[src/rtl/pc_controller_if.sv]
// Control-flow bundle between the address builder / fetch side and pc_controller.
interface pc_controller_if;
    logic        stall;
    logic        instr_valid;
    logic [1:0]  flag_branch;
    logic [31:0] pc_target;
    logic [2:0]  funct3;
    logic [31:0] rs1_val;
    logic [31:0] rs2_val;
    logic [31:0] pc;
    logic [31:0] pc_plus4;
    logic        flush;
    logic        redirect;
    logic        trap;

    modport master (
        output stall, instr_valid, flag_branch, pc_target, funct3, rs1_val, rs2_val,
        input  pc, pc_plus4, flush, redirect, trap
    );

    modport slave (
        input  stall, instr_valid, flag_branch, pc_target, funct3, rs1_val, rs2_val,
        output pc, pc_plus4, flush, redirect, trap
    );
endinterface

[src/rtl/pc_controller.sv]
// PC register with branch resolution and a counted flush window after each taken redirect.
// Optional misaligned-target trap enabled by defining PC_MISALIGN_TRAP_EN.
module pc_controller #(
    parameter logic [31:0] RESET_PC     = 32'h0000_0000,
    parameter logic [31:0] TRAP_PC      = 32'h0000_0100,
    parameter int          FLUSH_CYCLES = 2
) (
    input logic            clk,
    input logic            rst,
    pc_controller_if.slave bus
);
    typedef enum logic {RUN, FLUSH} state_t;

    state_t      state;
    logic [2:0]  fcnt;
    logic [31:0] pc_q;
    logic        flush_q;
    logic        redirect_q;
    logic        trap_q;

    logic        cond;
    logic        taken;
    logic [31:0] tgt_raw;
    logic [31:0] tgt_eff;
    logic        misalign;
    logic [31:0] pc_next4;

    assign pc_next4 = pc_q + 32'd4;

    always_comb begin
        cond = 1'b0;
        case (bus.funct3)
            3'b000:  cond = (bus.rs1_val == bus.rs2_val);
            3'b001:  cond = (bus.rs1_val != bus.rs2_val);
            3'b100:  cond = ($signed(bus.rs1_val) <  $signed(bus.rs2_val));
            3'b101:  cond = ($signed(bus.rs1_val) >= $signed(bus.rs2_val));
            3'b110:  cond = (bus.rs1_val <  bus.rs2_val);
            3'b111:  cond = (bus.rs1_val >= bus.rs2_val);
            default: cond = 1'b0;
        endcase

        taken = 1'b0;
        case (bus.flag_branch)
            2'b01, 2'b10: taken = 1'b1;
            2'b11:        taken = cond;
            default:      taken = 1'b0;
        endcase

        tgt_raw = (bus.flag_branch == 2'b10) ? {bus.pc_target[31:1], 1'b0} : bus.pc_target;
    end

`ifdef PC_MISALIGN_TRAP_EN
    assign misalign = |tgt_raw[1:0];
    assign tgt_eff  = misalign ? TRAP_PC : tgt_raw;
`else
    // Without the trap the low bits are simply dropped; keep the otherwise-dead bits visible.
    logic unused_cfg;
    assign unused_cfg = ^{TRAP_PC, tgt_raw[1:0]};
    assign misalign   = 1'b0;
    assign tgt_eff    = {tgt_raw[31:2], 2'b00};
`endif

    always_ff @(posedge clk) begin
        if (rst) begin
            state      <= RUN;
            fcnt       <= 3'd0;
            pc_q       <= RESET_PC;
            flush_q    <= 1'b0;
            redirect_q <= 1'b0;
            trap_q     <= 1'b0;
        end else if (!bus.stall) begin
            case (state)
                RUN: begin
                    if (bus.instr_valid && taken) begin
                        pc_q       <= tgt_eff;
                        redirect_q <= 1'b1;
                        flush_q    <= 1'b1;
                        trap_q     <= misalign;
                        fcnt       <= 3'(FLUSH_CYCLES);
                        state      <= FLUSH;
                    end else begin
                        pc_q       <= pc_next4;
                        redirect_q <= 1'b0;
                        flush_q    <= 1'b0;
                        trap_q     <= 1'b0;
                    end
                end
                FLUSH: begin
                    // Requests seen here belong to flushed instructions and are dropped.
                    pc_q       <= pc_next4;
                    redirect_q <= 1'b0;
                    trap_q     <= 1'b0;
                    fcnt       <= fcnt - 3'd1;
                    if (fcnt == 3'd1) begin
                        flush_q <= 1'b0;
                        state   <= RUN;
                    end
                end
                default: state <= RUN;
            endcase
        end
    end

    assign bus.pc       = pc_q;
    assign bus.pc_plus4 = pc_next4;
    assign bus.flush    = flush_q;
    assign bus.redirect = redirect_q;
    assign bus.trap     = trap_q;
endmodule
[src/flat_wrapper.sv]
// flat-port wrapper written by rule: the top's interface ports become plain ports
module pc_controller_flat 
#(
    parameter logic [31:0] RESET_PC     = 32'h0000_0000,
    parameter logic [31:0] TRAP_PC      = 32'h0000_0100,
    parameter int          FLUSH_CYCLES = 2
)
  (clk, rst, bus_stall, bus_instr_valid, bus_flag_branch, bus_pc_target, bus_funct3, bus_rs1_val, bus_rs2_val, bus_pc, bus_pc_plus4, bus_flush, bus_redirect, bus_trap);
  pc_controller_if bus_i ();
  input logic clk;
  input logic rst;
  input wire logic [$bits(bus_i.stall)-1:0] bus_stall;
  input wire logic [$bits(bus_i.instr_valid)-1:0] bus_instr_valid;
  input wire logic [$bits(bus_i.flag_branch)-1:0] bus_flag_branch;
  input wire logic [$bits(bus_i.pc_target)-1:0] bus_pc_target;
  input wire logic [$bits(bus_i.funct3)-1:0] bus_funct3;
  input wire logic [$bits(bus_i.rs1_val)-1:0] bus_rs1_val;
  input wire logic [$bits(bus_i.rs2_val)-1:0] bus_rs2_val;
  output wire logic [$bits(bus_i.pc)-1:0] bus_pc;
  output wire logic [$bits(bus_i.pc_plus4)-1:0] bus_pc_plus4;
  output wire logic [$bits(bus_i.flush)-1:0] bus_flush;
  output wire logic [$bits(bus_i.redirect)-1:0] bus_redirect;
  output wire logic [$bits(bus_i.trap)-1:0] bus_trap;
  assign bus_i.stall = bus_stall;
  assign bus_i.instr_valid = bus_instr_valid;
  assign bus_i.flag_branch = bus_flag_branch;
  assign bus_i.pc_target = bus_pc_target;
  assign bus_i.funct3 = bus_funct3;
  assign bus_i.rs1_val = bus_rs1_val;
  assign bus_i.rs2_val = bus_rs2_val;
  assign bus_pc = bus_i.pc;
  assign bus_pc_plus4 = bus_i.pc_plus4;
  assign bus_flush = bus_i.flush;
  assign bus_redirect = bus_i.redirect;
  assign bus_trap = bus_i.trap;
  pc_controller #(.RESET_PC(RESET_PC), .TRAP_PC(TRAP_PC), .FLUSH_CYCLES(FLUSH_CYCLES)) u_core (.clk(clk), .rst(rst), .bus(bus_i));
endmodule
[config.mk]
export PLATFORM = sky130hd
export DESIGN_NAME = pc_controller_flat
export DESIGN_NICKNAME = d
export VERILOG_FILES = /design/src/rtl/pc_controller_if.sv /design/src/rtl/pc_controller.sv /design/src/flat_wrapper.sv
export SDC_FILE = /design/constraint.sdc
export NUM_CORES = 1
export LEC_CHECK = 0
export ABC_AREA = 1
export BUFFER_PORTS_ARGS = -buffer_cell sky130_fd_sc_hd__buf_2
export CELL_PAD_IN_SITES_DETAIL_PLACEMENT = 1
export CELL_PAD_IN_SITES_GLOBAL_PLACEMENT = 2
export CORE_MARGIN = 3
export CORE_UTILIZATION = 26
export CTS_BUF_LIST = sky130_fd_sc_hd__clkbuf_4 sky130_fd_sc_hd__clkbuf_8
export CTS_CLUSTER_DIAMETER = 100
export DETAILED_ROUTE_END_ITERATION = 16
export PLACE_DENSITY = 0.95
export SKIP_CTS_REPAIR_TIMING = 1
export SYNTH_ARGS = -nofsm -noshare
export SYNTH_HDL_FRONTEND = slang
export SYNTH_SLANG_ARGS = --single-unit
export TNS_END_PERCENT = 20
[constraint.sdc]
create_clock -name clk -period 3.9 [get_ports clk]
set_clock_uncertainty 0.05 [all_clocks]
set_input_delay 0.585 -clock clk [delete_from_list [all_inputs] [get_ports clk]]
set_output_delay 0.585 -clock clk [all_outputs]
set_load 0.02 [all_outputs]
==> Word level (Yosys, flattened, before mapping) <==
Index checks and enable logic that the tools add are counted.
{ "totals": {"regBits": 38} }
{ "classes": {"magnitude_cmp": 4, "bitwise_logic": 2, "reduce_logical": 5, "n_mux": 12, "addsub": 2, "n_eq_ne": 13} }
{ "ops": {"columns": ["cell", "n"], "rows": [
  ["$ge 32x32->1", 2],
  ["$lt 32x32->1", 2],
  ["$pmux 32 s2", 1],
  ["$add 32x3->32 const B", 1],
  ["$eq 32x32->1", 1],
  ["$mux 32", 1],
  ["$ne 32x32->1", 1],
  ["$eq 3x3->1 const B", 4],
  ["$pmux 1 s2", 4],
  ["$eq 3x1->1 const B", 2],
  ["$pmux 1 s6", 1],
  ["$pmux 3 s2", 1],
  ["$eq 2x2->1 const B", 2],
  ["$reduce_and 2->1", 2],
  ["$logic_not 3->1", 1],
  ["$mux 1", 3],
  ["$mux 3", 1],
  ["$sub 3x1->3 const B", 1],
  ["$eq 2x1->1 const B", 1],
  ["$ne 2x1->1 const B", 1],
  ["$ne 2x2->1 const B", 1],
  ["$not 1->1", 2],
  ["$reduce_or 2->1", 1],
  ["$logic_and 1x1->1", 1]
]} }

==> Depth between registers and ports, before layout <==
Gate-level depths: netlist of run 1.
{ "logic_depth": {"depth_word": 6, "ltp_mapped": 23} }

==> Least setup slack after synthesis of run 1 <==
OpenSTA, ideal clock, no wires.
{ "synth_path": {"kind": "flip-flop to output port", "from": "register u_core.pc_q[3], in the netlist u_core.bus.pc[3]", "to": "output bus_pc_plus4[30]", "path_stages_with_launch": 12, "t_arrival_ns": 2.193, "required_time_ns": 3.265, "path_slack_ns": 1.072, "path_cell_list": "dfxtp_1 ha_1 nand3_1 inv_1 nand3_4 nor3_4 nand4_2 nor3_4 nand2_4 nor2_4 nand2_1 xor2_1"} }
{ "synth_between": {"elab_chain_cells": 1} }
{ "synth_rtl": {"columns": ["element", "line_no", "source"], "rows": [
  ["start: declaration", "pc_controller.sv:16", "logic [31:0] pc_q;"],
  ["start signal: assignment", "pc_controller.sv:75", "pc_q <= tgt_eff;"],
  ["start signal: assignment", "pc_controller.sv:82", "pc_q <= pc_next4;"],
  ["start signal: assignment", "pc_controller.sv:90", "pc_q <= pc_next4;"],
  ["$add 32x3->32", "pc_controller.sv:28", "assign pc_next4 = pc_q + 32'd4;"],
  ["end: declaration", "flat_wrapper.sv:20", "output wire logic [$bits(bus_i.pc_plus4)-1:0] bus_pc_plus4;"]
]} }
No other way between the ends.

==> Final worst setup path of run 1 <==
Same ends and word-level chain as after synthesis.

==> results of run 1 <==
cells in the mapped netlist (3+ instances only):
cell type,n,area [µm²]
nand2_1,116,435
clkbuf_1,15,56.3
o21ai_0,7,35.0
inv_1,112,420
nand3b_1,5,37.5
nor2_1,44,165
a21oi_1,42,210
nand3_1,46,230
nor3_4,3,48.8
nand4_1,31,194
buf_4,9,67.6
ha_1,37,463
xor2_1,26,228
dfxtp_1,36,721
nor3_1,11,55.1
cells in the final DEF, fill, tap and decap left out, types with 2 or more instances in the layout:
cell type / synthesis / final
a21oi_1: 42 / 42
buf_2: 2 / 164
buf_4: 9 / 4
clkbuf_8: 0 / 5
conb_1: 1 / 5
dfxtp_1: 36 / 36
ha_1: 37 / 37
inv_1: 112 / 112
inv_2: 2 / 2
nand2_1: 116 / 116
nand2_2: 2 / 2
nand3_1: 46 / 46
nand3_2: 2 / 2
nand3b_1: 5 / 5
nand4_1: 31 / 31
nand4_2: 2 / 2
nor2_1: 44 / 43
nor2_4: 2 / 2
nor3_1: 11 / 11
nor3_4: 3 / 3
o21a_1: 2 / 2
o21ai_0: 7 / 7
xnor2_1: 2 / 2
xor2_1: 26 / 26
report_power, final:
| part | internal, W | leakage, nW | switching (W) |
|---|---|---|---|
| Clock | 0.000197 | 0.0586 | 0.000145 |
| Combinational | 0.000167 | 2.40 | 0.000279 |
| Sequential | 0.000395 | 0.298 | 0.0000293 |
tightest hold or removal path, delay by kind of cell (launching register included):
kind / cells / cell delay, ps
AO/OA/AOI/OAI: 1 / 60
flip-flops: 1 / 310
AND/OR/NAND/NOR: 1 / 60
logic make-up (layout without fill, tap and decap cells):
group	count (synthesis)	count (layout)	synth area share
other	1	5	0.00105
xor gates and xnor gates	28	28	0.0687
DFF	36	36	0.202
and+or+nand+nor	267	267	0.363
adders and majority gates	37	37	0.130
buffers and inverters	141	292	0.158
AOI/OAI and AO/OA	53	53	0.0771
worst max path at each step:
stage / startpoint / endpoint / slack, ps
after CTS: u_core.bus.pc[3] / bus_pc_plus4[30] / 560
after detailed placement: bus_rs2_val[31] / u_core.bus.pc[17] / 620
after global routing: u_core.bus.pc[3] / bus_pc_plus4[30] / 350
final: u_core.bus.pc[3] / bus_pc_plus4[30] / 590
after floorplan: u_core.bus.pc[3] / bus_pc_plus4[30] / 1070
after global placement: bus_rs2_val[31] / u_core.bus.pc[24] / 660
per-layer routing:
metal / vias up / global-route usage / wire [µm]
met2: 89 / 0.264 / 5740
met1: 1860 / 0.202 / 5390
met5: - / 0 / 0
li1: 2085 / - / -
met4: 0 / 0.0201 / 75
met3: 6 / 0.0224 / 489
cell type report:
| type | count | area [µm²] | area share |
|---|---|---|---|
| flip-flops and latches | 36 | 721 | 0.155 |
| repair buffers | 169 | 871 | 0.187 |
| well taps | 176 | 220 | 0.0473 |
| clock buffers | 6 | 76.3 | 0.0164 |
| clock inverters | 2 | 35.0 | 0.00752 |
| multi-input cells | 390 | 2300 | 0.494 |
| inverters | 115 | 432 | 0.0927 |
registers in the layout, summed over array words and instances, names as in the netlist:
register             flops
u_core.bus.pc           30
u_core.state             1
u_core.bus.redirect      1
u_core.bus.flush         1
u_core.fcnt              3
through the flow:
step / instance area (µm²) / instances
floorplan: 3580 / 567
global placement: 4540 / 886
detailed placement: 4540 / 886
CTS: 4660 / 894
global route: 4660 / 894
finish: 4660 / 894
==> out/metrics.csv, run 1 <==
stage,metric,value,unit
global_route,overflow,0,
route,drc,0,
route,vias,4040,
setup_path,r2r-start,u_core.bus.pc[3],
clock_network,cts_tree,done,
finish,fillCellCount,1814,
finish,antennaDiodeCount,0,
power,power,0.00121,W
sta,fin_crit_sh,0.849,
clock_network,ctsHtreeMaxLevel,2,
sta,hold-worst-slack,426,ps
floorplan,core,13300,µm²
min_path,worstHoldEndpoint,u_core.bus.redirect,
finish,final_util,0.349,
setup_path,crit_top_cell,nor3_4,
run,max_cap_viol_count,0,
clock_network,clockBufferDepth,2,
route,vias_per_cell,4.52,
floorplan,start_util,0.267,
yosys,yosysUniqueCellTypes,30,
power,p_per_area,260,nW/µm²
yosys,yosysSeqAreaShare,0.202,
finish,finish.net_count,859,
placed_design,place.gp.congestion,0.770,
setup_path,cp_num_buf_inv,2,
sta,rsz0062_at_grt,no,
floorplan,fp.dieW,123,µm
route,ant_nets,0,
power,p_leak,2.75,nW
setup_path,end_kind,primary output,
sta,drv_slew,0,
placed_design,hpwlAfterDp,9520,µm
floorplan,die_area,15200,µm²
sta,setup_viol,0,
global_route,grt_max_degree,34,
min_path,hold_path_depth,2,
clock_network,cts.sinks,36,
sta,tns,0,ps
setup_path,path_depth,12,
yosys,synthFlopType,dfxtp_1,
sta,worst_slack,588,ps
min_path,holdCritStartpoint,u_core.bus.redirect,
yosys,syn_avg_cell_area,6.34,µm²
setup_path,required,3260,ps
setup_path,r2r-end,u_core.bus.pc[30],
sta,hold_violations,0,
floorplan,num_io_pins,172,
sta,worst_pin_slew,692,ps
power,peakVddDrop,0.127,mV
finish,syn_to_final_growth,30.4,%
setup_path,worst-r2r-setup-slack,1350,ps
yosys,yosysWarningCount,0,
route,dr.pass1.iters,4,
floorplan,fp-row-count,42,
clock_network,tritoncts.num_buffers,5,
route,wl,11700,µm
setup_path,rr_worst_depth,14,
setup_path,crit_arrival,2680,ps
clock_network,cts_root_buf,clkbuf_8,
min_path,worstHoldPathType,flop to flop,
setup_path,cp_cell_sequence,ha_1 -> nand3_1 -> inv_1 -> nand3_4 -> nor3_4 -> nand4_2 -> nor3_4 -> nand2_4 -> nor2_4 -> nand2_1 -> xor2_1 -> buf_2,
sta,max_freq,0.302,GHz
route,post_drt_wl_per_cell,13.1,µm
placed_design,pre_cts_ws,616,ps
yosys,synth-edff-count,0,
setup_path,crit_family,simple AND/OR/NAND/NOR gates,
outcome,status,"finished, final reports clean",
placed_design,port-buffer-count,164,
setup_path,worstSetupPathType,flop to primary output,
yosys,ys_ff_latch,36,
sta,period_needed,3310,ps
setup_path,critPathMaxStageDelay,400,ps
global_route,grtUsageTotal,0.151,
finish,layout-drive-gt1-share,0.270,
route,drt-initial-drc-count,141,
global_route,grt_pass1_vias,4059,
clock_network,clock_latency,300,ps
yosys,synth.cell_area,3570,µm²
global_route,grt_first_pass_wirelength,18800,µm
floorplan,die_h,123,µm
setup_path,cp_max_fo,4,
yosys,synthCells,563,
clock_network,path_clk_slew,80,ps
global_route,grt_antenna_before_repair,0,
setup_path,cpMaxStageDelayCell,dfxtp_1,
yosys,async_reset_ff_frac,0,
setup_path,critPathLaunchType,flop,
sta,slew_headroom,0.538,
Power figures use the tool's default switching activity.
==> inputs of run 2 (changes only) <==
Settings changed: ABC_AREA 1 to 0, CORE_UTILIZATION 26 to 23, PLACE_DENSITY 0.95 to 0.9.
Clock period 3.9 ns to 2.9 ns, I/O delays scaled along.
==> run 2 against run 1 <==
  * Largest cell class unchanged
  * Area after synthesis rose by 1.9%
  * Global-route usage fell by 1.3 points
  * Via count rose by 2.0%
  * Flip-flop and latch count did not move
  * Setup slack got worse by 440 ps
  * Synthesized cell count fell by 12%
  * First-iteration DRC count rose by 7.8%
  * Largest power group unchanged
  * Sequential share of layout area fell by 0.91 points
  * Routed wire length rose by 7.2%
==> out/metrics.csv, run 2 <==
stage,metric,value,unit
outcome,status,"finished, final reports clean",
placed_design,port-buffer-count,164,
finish,final_cell_mix,"buf_2 (163), nand2_1 (73), inv_1 (40), nand3_1 (40), ha_1 (36)",
yosys,async_reset_ff_frac,0,
setup_path,worstSetupPathType,flop to primary output,
floorplan,die_h,132,µm
setup_path,end_kind,primary output,
sta,setup_viol,0,
route,wl,12500,µm
setup_path,required,2410,ps
setup_path,cp_cell_sequence,ha_2 -> and3_4 -> nand3_1 -> nor3_2 -> and3_1 -> and2_4 -> and4_4 -> xor2_2 -> buf_4,
sta,tns,0,ps
route,dr.pass1.iters,4,
setup_path,worst-r2r-setup-slack,360,ps
power,p_per_area,308,nW/µm²
yosys,synth.cell_area,3640,µm²
global_route,grtUsageTotal,0.138,
setup_path,cpMaxStageDelayCell,dfxtp_4,
clock_network,clockBufferDepth,2,
power,peakVddDrop,0.126,mV
route,drt-initial-drc-count,152,
sta,fin_crit_sh,0.948,
yosys,yosysUniqueCellTypes,58,
yosys,yosysWarningCount,0,
setup_path,crit_arrival,2260,ps
clock_network,path_clk_slew,80,ps
global_route,grt_antenna_before_repair,0,
placed_design,hpwlAfterDp,10300,µm
setup_path,crit_start,u_core.bus.pc[2],
yosys,synth_commonest_cells,"nand2_1 (73), inv_1 (40), nand3_1 (40), ha_1 (37), dfxtp_1 (36)",
route,ant_nets,0,
route,post_drt_wl_per_cell,14.3,µm
finish,finish.net_count,810,
setup_path,critPathLaunchType,flop,
global_route,grt_max_degree,49,
clock_network,tritoncts.num_buffers,5,
yosys,ys_ff_latch,36,
floorplan,start_util,0.237,
floorplan,fp-row-count,45,
sta,period_needed,2750,ps
sta,drv_slew,0,
finish,finalNonFillerCells,879,
finish,antennaDiodeCount,0,
setup_path,critPathMaxStageDelay,370,ps
clock_network,clock_latency,280,ps
yosys,synthCells,494,
floorplan,die_area,17400,µm²
global_route,grt_pass1_vias,4172,
yosys,yosysSeqAreaShare,0.198,
yosys,synth.most_common_cell,nand2_1,
clock_network,cts_tree,done,
yosys,yosys-top-cells-area,"dfxtp_1 (20%), ha_1 (13%), nand2_1 (7.5%), nand3_1 (5.5%), a21o_1 (5.4%)",
global_route,overflow,0,
floorplan,fp.dieW,132,µm
clock_network,cts.sinks,36,
route,vias_per_cell,4.69,
setup_path,cp_max_fo,5,
clock_network,cts_root_buf,clkbuf_8,
finish,layout-drive-gt1-share,0.352,
yosys,syn_avg_cell_area,7.36,µm²
setup_path,cp_num_buf_inv,1,
min_path,worstHoldPathType,primary input to flop,
setup_path,r2r-end,u_core.bus.pc[26],
finish,fillCellCount,1977,
yosys,synthFlopType,dfxtp_1,
sta,max_freq,0.364,GHz
yosys,synth_top_area_cell,dfxtp_1,
route,drc,0,
setup_path,r2r-start,u_core.bus.pc[2],
clock_network,ctsHtreeMaxLevel,2,
sta,hold_violations,0,
placed_design,place.gp.congestion,0.794,
setup_path,rr_worst_depth,9,
finish,syn_to_final_growth,37.5,%
finish,largest_reg_flops,30,
finish,seq_area,728,µm²
global_route,grt_first_pass_wirelength,20300,µm
route,vias,4120,
power,p_leak,2.42,nW
floorplan,num_io_pins,172,
finish,layout_commonest_cell,buf_2,
setup_path,crit_path_end,bus_pc_plus4[26],
run,max_cap_viol_count,0,
setup_path,crit_family,simple AND/OR/NAND/NOR gates,
yosys,synth-edff-count,0,
floorplan,core,15300,µm²
yosys,synth_top_area_share,0.198,
placed_design,dp.cells,869,
setup_path,path_depth,9,
finish,multiInputGateArea,2650,µm²
## run 2: changes by cell type after synthesis, moves of 14 or more
cell     change
inv_1       -72
or3_1       +14
nand4_1     -22
a21oi_1     -24
a21o_1      +26
a31oi_1     +29
nor2_1      -25
nand2_1     -43
xnor2_1     +16
xor2_1      -15
## run 2: power by group
part	internal (W)	total, W	switching [W]
Clock	0.000173	0.000358	0.000185
Combinational	0.000265	0.000598	0.000333
Sequential	0.000530	0.000583	0.0000533
## run 2: area by class of cell
class / instances / area share
Clock buffer: 6 / 0.0153
Clock inverter: 1 / 0.00100
Inverter: 41 / 0.0308
Multi-Input combinational cell: 388 / 0.531
Sequential cell: 36 / 0.146
Tap cell: 211 / 0.0528
Timing Repair Buffer: 196 / 0.224
## run 2: how the worst min path moves through the flow
| stage | start | to | slack [ps] | cells after the start |
|---|---|---|---|---|
| 6_report | bus_pc_target[29] | u_core.bus.pc[29] | 380 | 3 |
| 5_1_grt | bus_pc_target[30] | u_core.bus.pc[30] | 380 | 3 |
| 4_1_cts | bus_pc_target[31] | u_core.bus.pc[31] | 380 | 3 |
| 3_5_place_dp | u_core.bus.flush | u_core.bus.flush | 410 | 2 |
| 3_3_place_gp | u_core.bus.flush | u_core.bus.flush | 400 | 2 |
| 2_1_floorplan | u_core.fcnt[1] | u_core.fcnt[1] | 430 | 2 |
## run 2: metrics by stage
stage	hold slack [ps]	setup slack [ps]	total power (W)	cell area [µm²]	util
after global placement	398	-257	0.00118	4840	0.316
after CTS	380	-39.6	0.00155	4920	0.321
after global routing	383	-9.40	0.00166	5000	0.326
final	384	151	0.00154	5000	0.326
after floorplan	431	34.9	0.000944	3660	-
after detailed placement	407	-258	0.00119	4840	0.316
## run 2: routing by layer
layer | track usage | vias up | share of wire
met5 | 0 | - | 0
li1 | - | 2081 | -
met2 | 0.254 | 68 | 0.52
met4 | 0.0245 | 0 | 0.0054
met3 | 0.0156 | 4 | 0.029
met1 | 0.176 | 1967 | 0.44
## run 2: worst min-delay path, stage by stage
cell and delay [ps]:
buf_2 100, nand3_1 70, a31oi_1 70
## run 2: cells by family after synthesis
kind of cell,Yosys count,synth area share
buffers and inverters,74,0.0884
AND/OR/NAND/NOR,209,0.313
XOR/XNOR,29,0.0699
AO/OA/AOI/OAI,104,0.191
adder cells (fa/ha/maj),37,0.127
flip-flops,36,0.198
other,1,0.00103
multiplexers,4,0.0114
